--- src/rtl/ibex_l2_regfile_responder.sv ---
// Second-level register file behind the L1 regfile: 32 x DataWidth storage,
// 2-entry in-order request FIFO, and an IDLE/ACCESS/RESP sequencer with fixed access latency.
module ibex_l2_regfile_responder #(
    parameter int unsigned DataWidth = 32,
    parameter int unsigned Latency   = 2
) (
    input  logic                 clk_i,
    input  logic                 rst_i,
    input  logic                 req_valid_i,
    output logic                 req_ready_o,
    input  logic                 req_we_i,
    input  logic [4:0]           req_addr_i,
    input  logic [DataWidth-1:0] req_wdata_i,
    output logic                 rsp_valid_o,
    input  logic                 rsp_ready_i,
    output logic [DataWidth-1:0] rsp_rdata_o,
    output logic [4:0]           rsp_addr_o,
    output logic                 busy_o
);

    typedef enum logic [1:0] {
        IDLE   = 2'd0,
        ACCESS = 2'd1,
        RESP   = 2'd2
    } state_t;

    typedef struct packed {
        logic                 we;
        logic [4:0]           addr;
        logic [DataWidth-1:0] wdata;
    } entry_t;

    localparam logic [1:0] RELOAD = 2'(Latency - 1);

    state_t               state, next_state;
    logic [1:0]           cnt, next_cnt;
    entry_t               fifo [2];
    logic                 wr_ptr, rd_ptr;
    logic [1:0]           count;
    entry_t               active;
    logic [DataWidth-1:0] storage [32];

    logic fifo_empty, fifo_full, push, pop, commit, capture;

    assign fifo_empty  = (count == 2'd0);
    assign fifo_full   = (count == 2'd2);
    assign req_ready_o = !fifo_full && !rst_i;
    assign push        = req_valid_i && req_ready_o;
    assign rsp_valid_o = (state == RESP);
    assign busy_o      = !fifo_empty || (state != IDLE);

    always_ff @(posedge clk_i) begin
        if (rst_i) begin
            state <= IDLE;
            cnt   <= '0;
        end else begin
            state <= next_state;
            cnt   <= next_cnt;
        end
    end

    // Completion of one operation and pop of the next happen on the same edge,
    // so back-to-back operations never pass through IDLE.
    always_comb begin
        next_state = state;
        next_cnt   = cnt;
        pop        = 1'b0;
        commit     = 1'b0;
        capture    = 1'b0;
        unique case (state)
            IDLE: begin
                if (!fifo_empty) begin
                    pop        = 1'b1;
                    next_cnt   = RELOAD;
                    next_state = ACCESS;
                end
            end
            ACCESS: begin
                if (cnt != 2'd0) begin
                    next_cnt = cnt - 2'd1;
                end else if (active.we) begin
                    commit = 1'b1;
                    if (!fifo_empty) begin
                        pop      = 1'b1;
                        next_cnt = RELOAD;
                    end else begin
                        next_state = IDLE;
                    end
                end else begin
                    capture    = 1'b1;
                    next_state = RESP;
                end
            end
            RESP: begin
                if (rsp_ready_i) begin
                    if (!fifo_empty) begin
                        pop        = 1'b1;
                        next_cnt   = RELOAD;
                        next_state = ACCESS;
                    end else begin
                        next_state = IDLE;
                    end
                end
            end
            default: next_state = IDLE;
        endcase
    end

    always_ff @(posedge clk_i) begin
        if (rst_i) begin
            wr_ptr <= 1'b0;
            rd_ptr <= 1'b0;
            count  <= '0;
            fifo[0] <= '0;
            fifo[1] <= '0;
            active <= '0;
        end else begin
            if (push) begin
                fifo[wr_ptr] <= '{we: req_we_i, addr: req_addr_i, wdata: req_wdata_i};
                wr_ptr       <= ~wr_ptr;
            end
            if (pop) begin
                active <= fifo[rd_ptr];
                rd_ptr <= ~rd_ptr;
            end
            count <= count + 2'(push) - 2'(pop);
        end
    end

    always_ff @(posedge clk_i) begin
        if (rst_i) begin
            for (int unsigned i = 0; i < 32; i++) begin
                storage[i] <= '0;
            end
            rsp_rdata_o <= '0;
            rsp_addr_o  <= '0;
        end else begin
            if (commit && (active.addr != 5'd0)) begin
                storage[active.addr] <= active.wdata;
            end
            if (capture) begin
                rsp_rdata_o <= (active.addr == 5'd0) ? '0 : storage[active.addr];
                rsp_addr_o  <= active.addr;
            end
        end
    end

endmodule

--- config.mk ---
export PLATFORM = sky130hd
export DESIGN_NAME = ibex_l2_regfile_responder
export DESIGN_NICKNAME = d
export VERILOG_FILES = /design/src/rtl/ibex_l2_regfile_responder.sv
export SDC_FILE = /design/constraint.sdc
export NUM_CORES = 1
export LEC_CHECK = 0
export ABC_AREA = 0
export BUFFER_PORTS_ARGS = -buffer_cell sky130_fd_sc_hd__clkbuf_2
export CAP_MARGIN = 10
export CORE_ASPECT_RATIO = 1.2
export CORE_MARGIN = 2
export CORE_UTILIZATION = 35
export CTS_CLUSTER_DIAMETER = 200
export CTS_CLUSTER_SIZE = 25
export DETAILED_ROUTE_END_ITERATION = 10
export HOLD_SLACK_MARGIN = 0.03
export PLACE_DENSITY = 0.59
export SLEW_MARGIN = 20
export SYNTH_ARGS = -nofsm -noshare
export SYNTH_HDL_FRONTEND = slang
export SYNTH_SLANG_ARGS = --single-unit
--- constraint.sdc ---
create_clock -name clk_i -period 7.02 [get_ports clk_i]
set_input_delay 1.053 -clock clk_i [delete_from_list [all_inputs] [get_ports clk_i]]
set_output_delay 1.053 -clock clk_i [all_outputs]
set_load 0.02 [all_outputs]
---- Word level (Yosys, flattened, before mapping) ----
Memories as Yosys holds them, arrays and structs flattened. A register that Yosys moved wholly into a read port is not among the register bits.
Index checks and enable logic that the tools add are counted.
operators by class
  $add $sub $neg .......................... 3
  equal/unequal tests ..................... 8
  bitwise gates (word level) .............. 2
  mux-type cells .......................... 38
  reduce and logical (&&, ||, !) cells .... 18
operators by type and width
  cell                  count
  $mux W32              2
  $mux W38              1
  $reduce_or A38 Y1     1
  $reduce_or A32 Y1     1
  $mux W1               22
  $mux W2               9
  $pmux W2 S3           2
  $ne A3 B3 Y1 const B  2
  $logic_not A5 Y1      1
  $mux W5               1
  $reduce_bool A5 Y1    1
  $eq A2 B2 Y1 const B  2
  $logic_not A2 Y1      2
  $ne A2 B2 Y1 const B  2
  $reduce_and A4 Y1     1
  $reduce_bool A2 Y1    2
  $logic_and A1 B1 Y1   3
  $logic_not A1 Y1      3
  $pmux W1 S3           1
  $reduce_and A3 Y1     1
  $reduce_bool A3 Y1    1
  $add A2 B1 Y2         1
  $eq A2 B1 Y1 const B  1
  $ne A2 B1 Y1 const B  1
  4 further kinds       5
storage, ports and cells
  input bits .............................. 42
  flip-flop bits (word level) ............. 45
  memories kept ........................... 2
  word-level logic and storage cells ...... 78
  bits in writable memories ............... 1100
memories
  memory   depth  bits a word  read ports  clocked after Yosys merged registers in  wr ports  line  RTL
  storage  32     32           1           0                                        32        41    logic [DataWidth-1:0] storage [32];
  fifo     2      38           1           1                                        2         37    entry_t fifo [2];

---- Logic depth before layout (Yosys ltp) ----
  depth in word-level cells ............... 9
  depth in mapped cells ................... 11

---- Worst setup path after synthesis ----
OpenSTA, ideal clock, no wires.
  kind .................................... input -> register
  from .................................... in rst_i
  to ...................................... mem fifo[0][0] in the netlist's numbering (enable)
  path slack .............................. 3847 ps
  arrival ................................. 2794 ps
  cell stages on the path ................. 6
  path buffers ............................ 2
  setup time .............................. 378 ps
  data required time ...................... 6642 ps
  cells stage by stage .................... clkbuf_1 a21oi_1 nand2_1 nor2_1 clkbuf_1 or2_2
RTL lines
  item                line  RTL
  start: declaration  8     input logic rst_i,
  end: declaration    37

==> results.md <==
* Max_slew headroom at about 16%
* Vias in the first global route at 28540
* Clock Latency Late Sink at 720 ps
* Async set or reset register ratio after synthesis at 0%
* Die Ht at 426 um
* Routed Antenna Nets at 0
* Clock buffer depth at 3
* CP max FO at 33
* Max Slew Vio Count at 0
* Core area at 147000 um^2
* # Post-CTS Setup Buffers at 0
* Max frequency at between 200 and 250 MHz
* Max cap viols at 0
* Tot Pwr at 17.8 mW
* Clk root buf: clkbuf_16
* Final period utilization at between 60% and 70%
* Remaining DRCs at 0
* Flop2flop setup slack at about 2600 ps
* Post-Synthesis Cells at approximately 3800
* Setup WS post-layout at 2610 ps
* Vias per cell at 5.26
* Routed WL at around 150000 um
* Cell Rows at 154
* DRT iter0 DRCs at 3414
* Antenna violations before repair at 12
* Post-Place Setup Slack at 2230 ps
* Yosys top cell area share at 63.5%
* Layout Nets at 3696
* Worst-path clk slew at 100 ps
* RSZ-0062 raised after global routing: no
* Dpl hpwl at between 90000 and 100000 um
* Seq/Total Area, Yosys at between 60% and 70%
* CTS tree: yes
* Compound-Gate Fraction of Synth Area at 4.30%
* Post-synth EDFFs at 1100
* Beginning of the worst hold path: rsp_addr_o[3]
* Via count at 29692
* Crit. End Element: flip-flop
* Largest family of logic cells by synthesized area: simple AND/OR/NAND/NOR gates
* CP Launch Type: flip-flop
* Number of hold buffers added after CTS at 0
* Status: complete, no violations
* WS Path Type: reg2reg
* CP startpoint: active[37]
* Synth Area in Simple Gates at 15.7%
* Top_reg_cell synth: edfxtp_1
* Biggest area consumer among synthesized cells: edfxtp_1
* CTS sink cnt at 1183
* Post-synthesis mux area share at 10.6%
* Fraction of layout cells with a size suffix above 1 at under 10%
* Peak supply drop at 0.246 mV
* Data arrival, critical path at 4710 ps
* Largest net degree at the start of global routing at around 110
* Port-buffer cells at 81
* Most frequent cells in the layout: edfxtp_1, and2_1, mux2i_1, o22ai_1, clkbuf_2
* Die width at between 300 and 400 um
* Num ports at 82
* Warnings from Yosys at 0
* Die area at roughly 150000 um^2
* TritonRoute pass-1 iters at 6
* Num CTS Buffers at 53
* Number of H-tree levels at 2
* Wire per inst at 27.2 um
* Synth cell types at between 40 and 50
* Clock Skew at 57.5 ps
* Min Tclk post-route at 4410 ps
* Synthesis-to-layout area growth at 7.73%
* Initial core utilization at 35.3%
* Fillers at 13840
* Post-route setup TNS at 0 ps
* Fin Hold WS at approximately 460 ps
* Commonest non-fill, non-tap cell in the layout: edfxtp_1
* Pwr/cell area at 318 nW/um^2
* XOR/XNOR share of the synthesized area at 0.0674%
* GRT Util Overall at 19.8%
* Final GP Congestion at 0.949
* Worst R2R Start: active[37]
* Post-Synth Adder-Cell Area at 0.0481%
* Leak pwr at approximately 19 nW
* Worst Hold Class: reg2reg
* # setup viols final at 0
* Worst-Margin Slew at 1260 ps
* First-pass GRT wire length at roughly 220000 um
* Critical Path RT at 7320 ps
* Grt ovf at 0
* Cell area after synthesis at 52000 um^2
* Fin. Hold Viols at 0
* PostCTS Resize Cnt at 0
* FF+latch count, synth at between 1000 and 1500
* Top cells by area, synth: edfxtp_1, and2_1, mux2i_1, dfxtp_1, o22ai_1
* Mean area per synthesized cell at 13.8 um^2
routing by layer:
metal  global-route usage [%]  vias up  part of all wire [%]
met1                     27.5    15181                    43
met4                     7.47        2                   4.0
met3                     1.97      175                   6.0
met2                     32.1      996                    47
li1                         -    13338                     -
met5                        0        -                0.0052
state kept, by name, summed over array words and instances, names as in the netlist:
| signal | cells |
|---|---|
| cnt | 2 |
| active | 38 |
| rsp_addr_o | 5 |
| rsp_rdata_o | 32 |
| fifo | 76 |
| wr_ptr | 1 |
| storage | 1024 |
| rd_ptr | 1 |
| count | 2 |
| state | 2 |
Yosys cell counts, types with 2 or more instances:
master     number
buf_2          10
nand2_1        49
xnor2_1         2
buf_1          13
nand3b_1        2
a21oi_1         9
or4_1           2
or3_1           3
nor3_1          2
edfxtp_1     1100
o22ai_1       256
nand3b_2        2
nor4_1         65
xor2_1          2
nor2b_1         2
a22o_1         32
nand4bb_1       6
and3_1          2
o21ai_0         2
clkbuf_1      332
nor2_1         74
nand4b_1        4
or3b_2          2
or4b_2          4
inv_1           3
ha_1            2
mux2i_1       550
dfxtp_1        83
nand2b_1        3
nor3_2          4
a211oi_1       39
or2_2          34
nand3_1         2
and2_1       1068
per-stage QoR:
stage               instance area (um^2)  std cells  util (%)
detailed placement                 54400       5547      37.0
global route                       56000       5646      38.0
CTS                                56000       5645      38.0
global placement                   54400       5546      37.0
floorplan                          52100       3803         -
finish                             56000       5650      38.1
critical path: stages (launching register included):
cell and delay, ps:
dfxtp_1 400, or3b_1 430, nor3_4 380, nand3_1 810, nor3_4 1150, or2_2 820
layout make-up:
cell class | count | area, um^2 | area share (%)
Sequential cell | 1183 | 34700 | 62.0
Multi-Input combinational cell | 2262 | 16300 | 29.1
Tap cell | 1950 | 2440 | 4.36
Clock buffer | 96 | 1510 | 2.69
Timing Repair Buffer | 149 | 981 | 1.75
Clock inverter | 2 | 36.3 | 0.0648
Antenna cell | 5 | 12.5 | 0.0223
Inverter | 3 | 11.3 | 0.0201
where the power goes:
group          total, mW  switching, mW  internal [mW]
clock network       3.73           2.25           1.48
registers           9.48           1.37           8.11
logic               4.58           3.02           1.56
cells by family after synthesis:
family / after synthesis
other: 1
adders and majority gates: 2
AOI/OAI and AO/OA: 339
and+or+nand+nor: 1335
buffers and inverters: 358
DFF: 1183
muxes: 550
xor gates and xnor gates: 4
worst paths after layout:
path                                         to  depth (start not counted)
worst max-delay path            storage[12][14]                          5
worst min-delay path              rsp_addr_o[3]                          2
worst max register to register  storage[12][14]                          5
worst min register to register    rsp_addr_o[3]                          2
No activity file was read; power rests on OpenSTA's default activity.
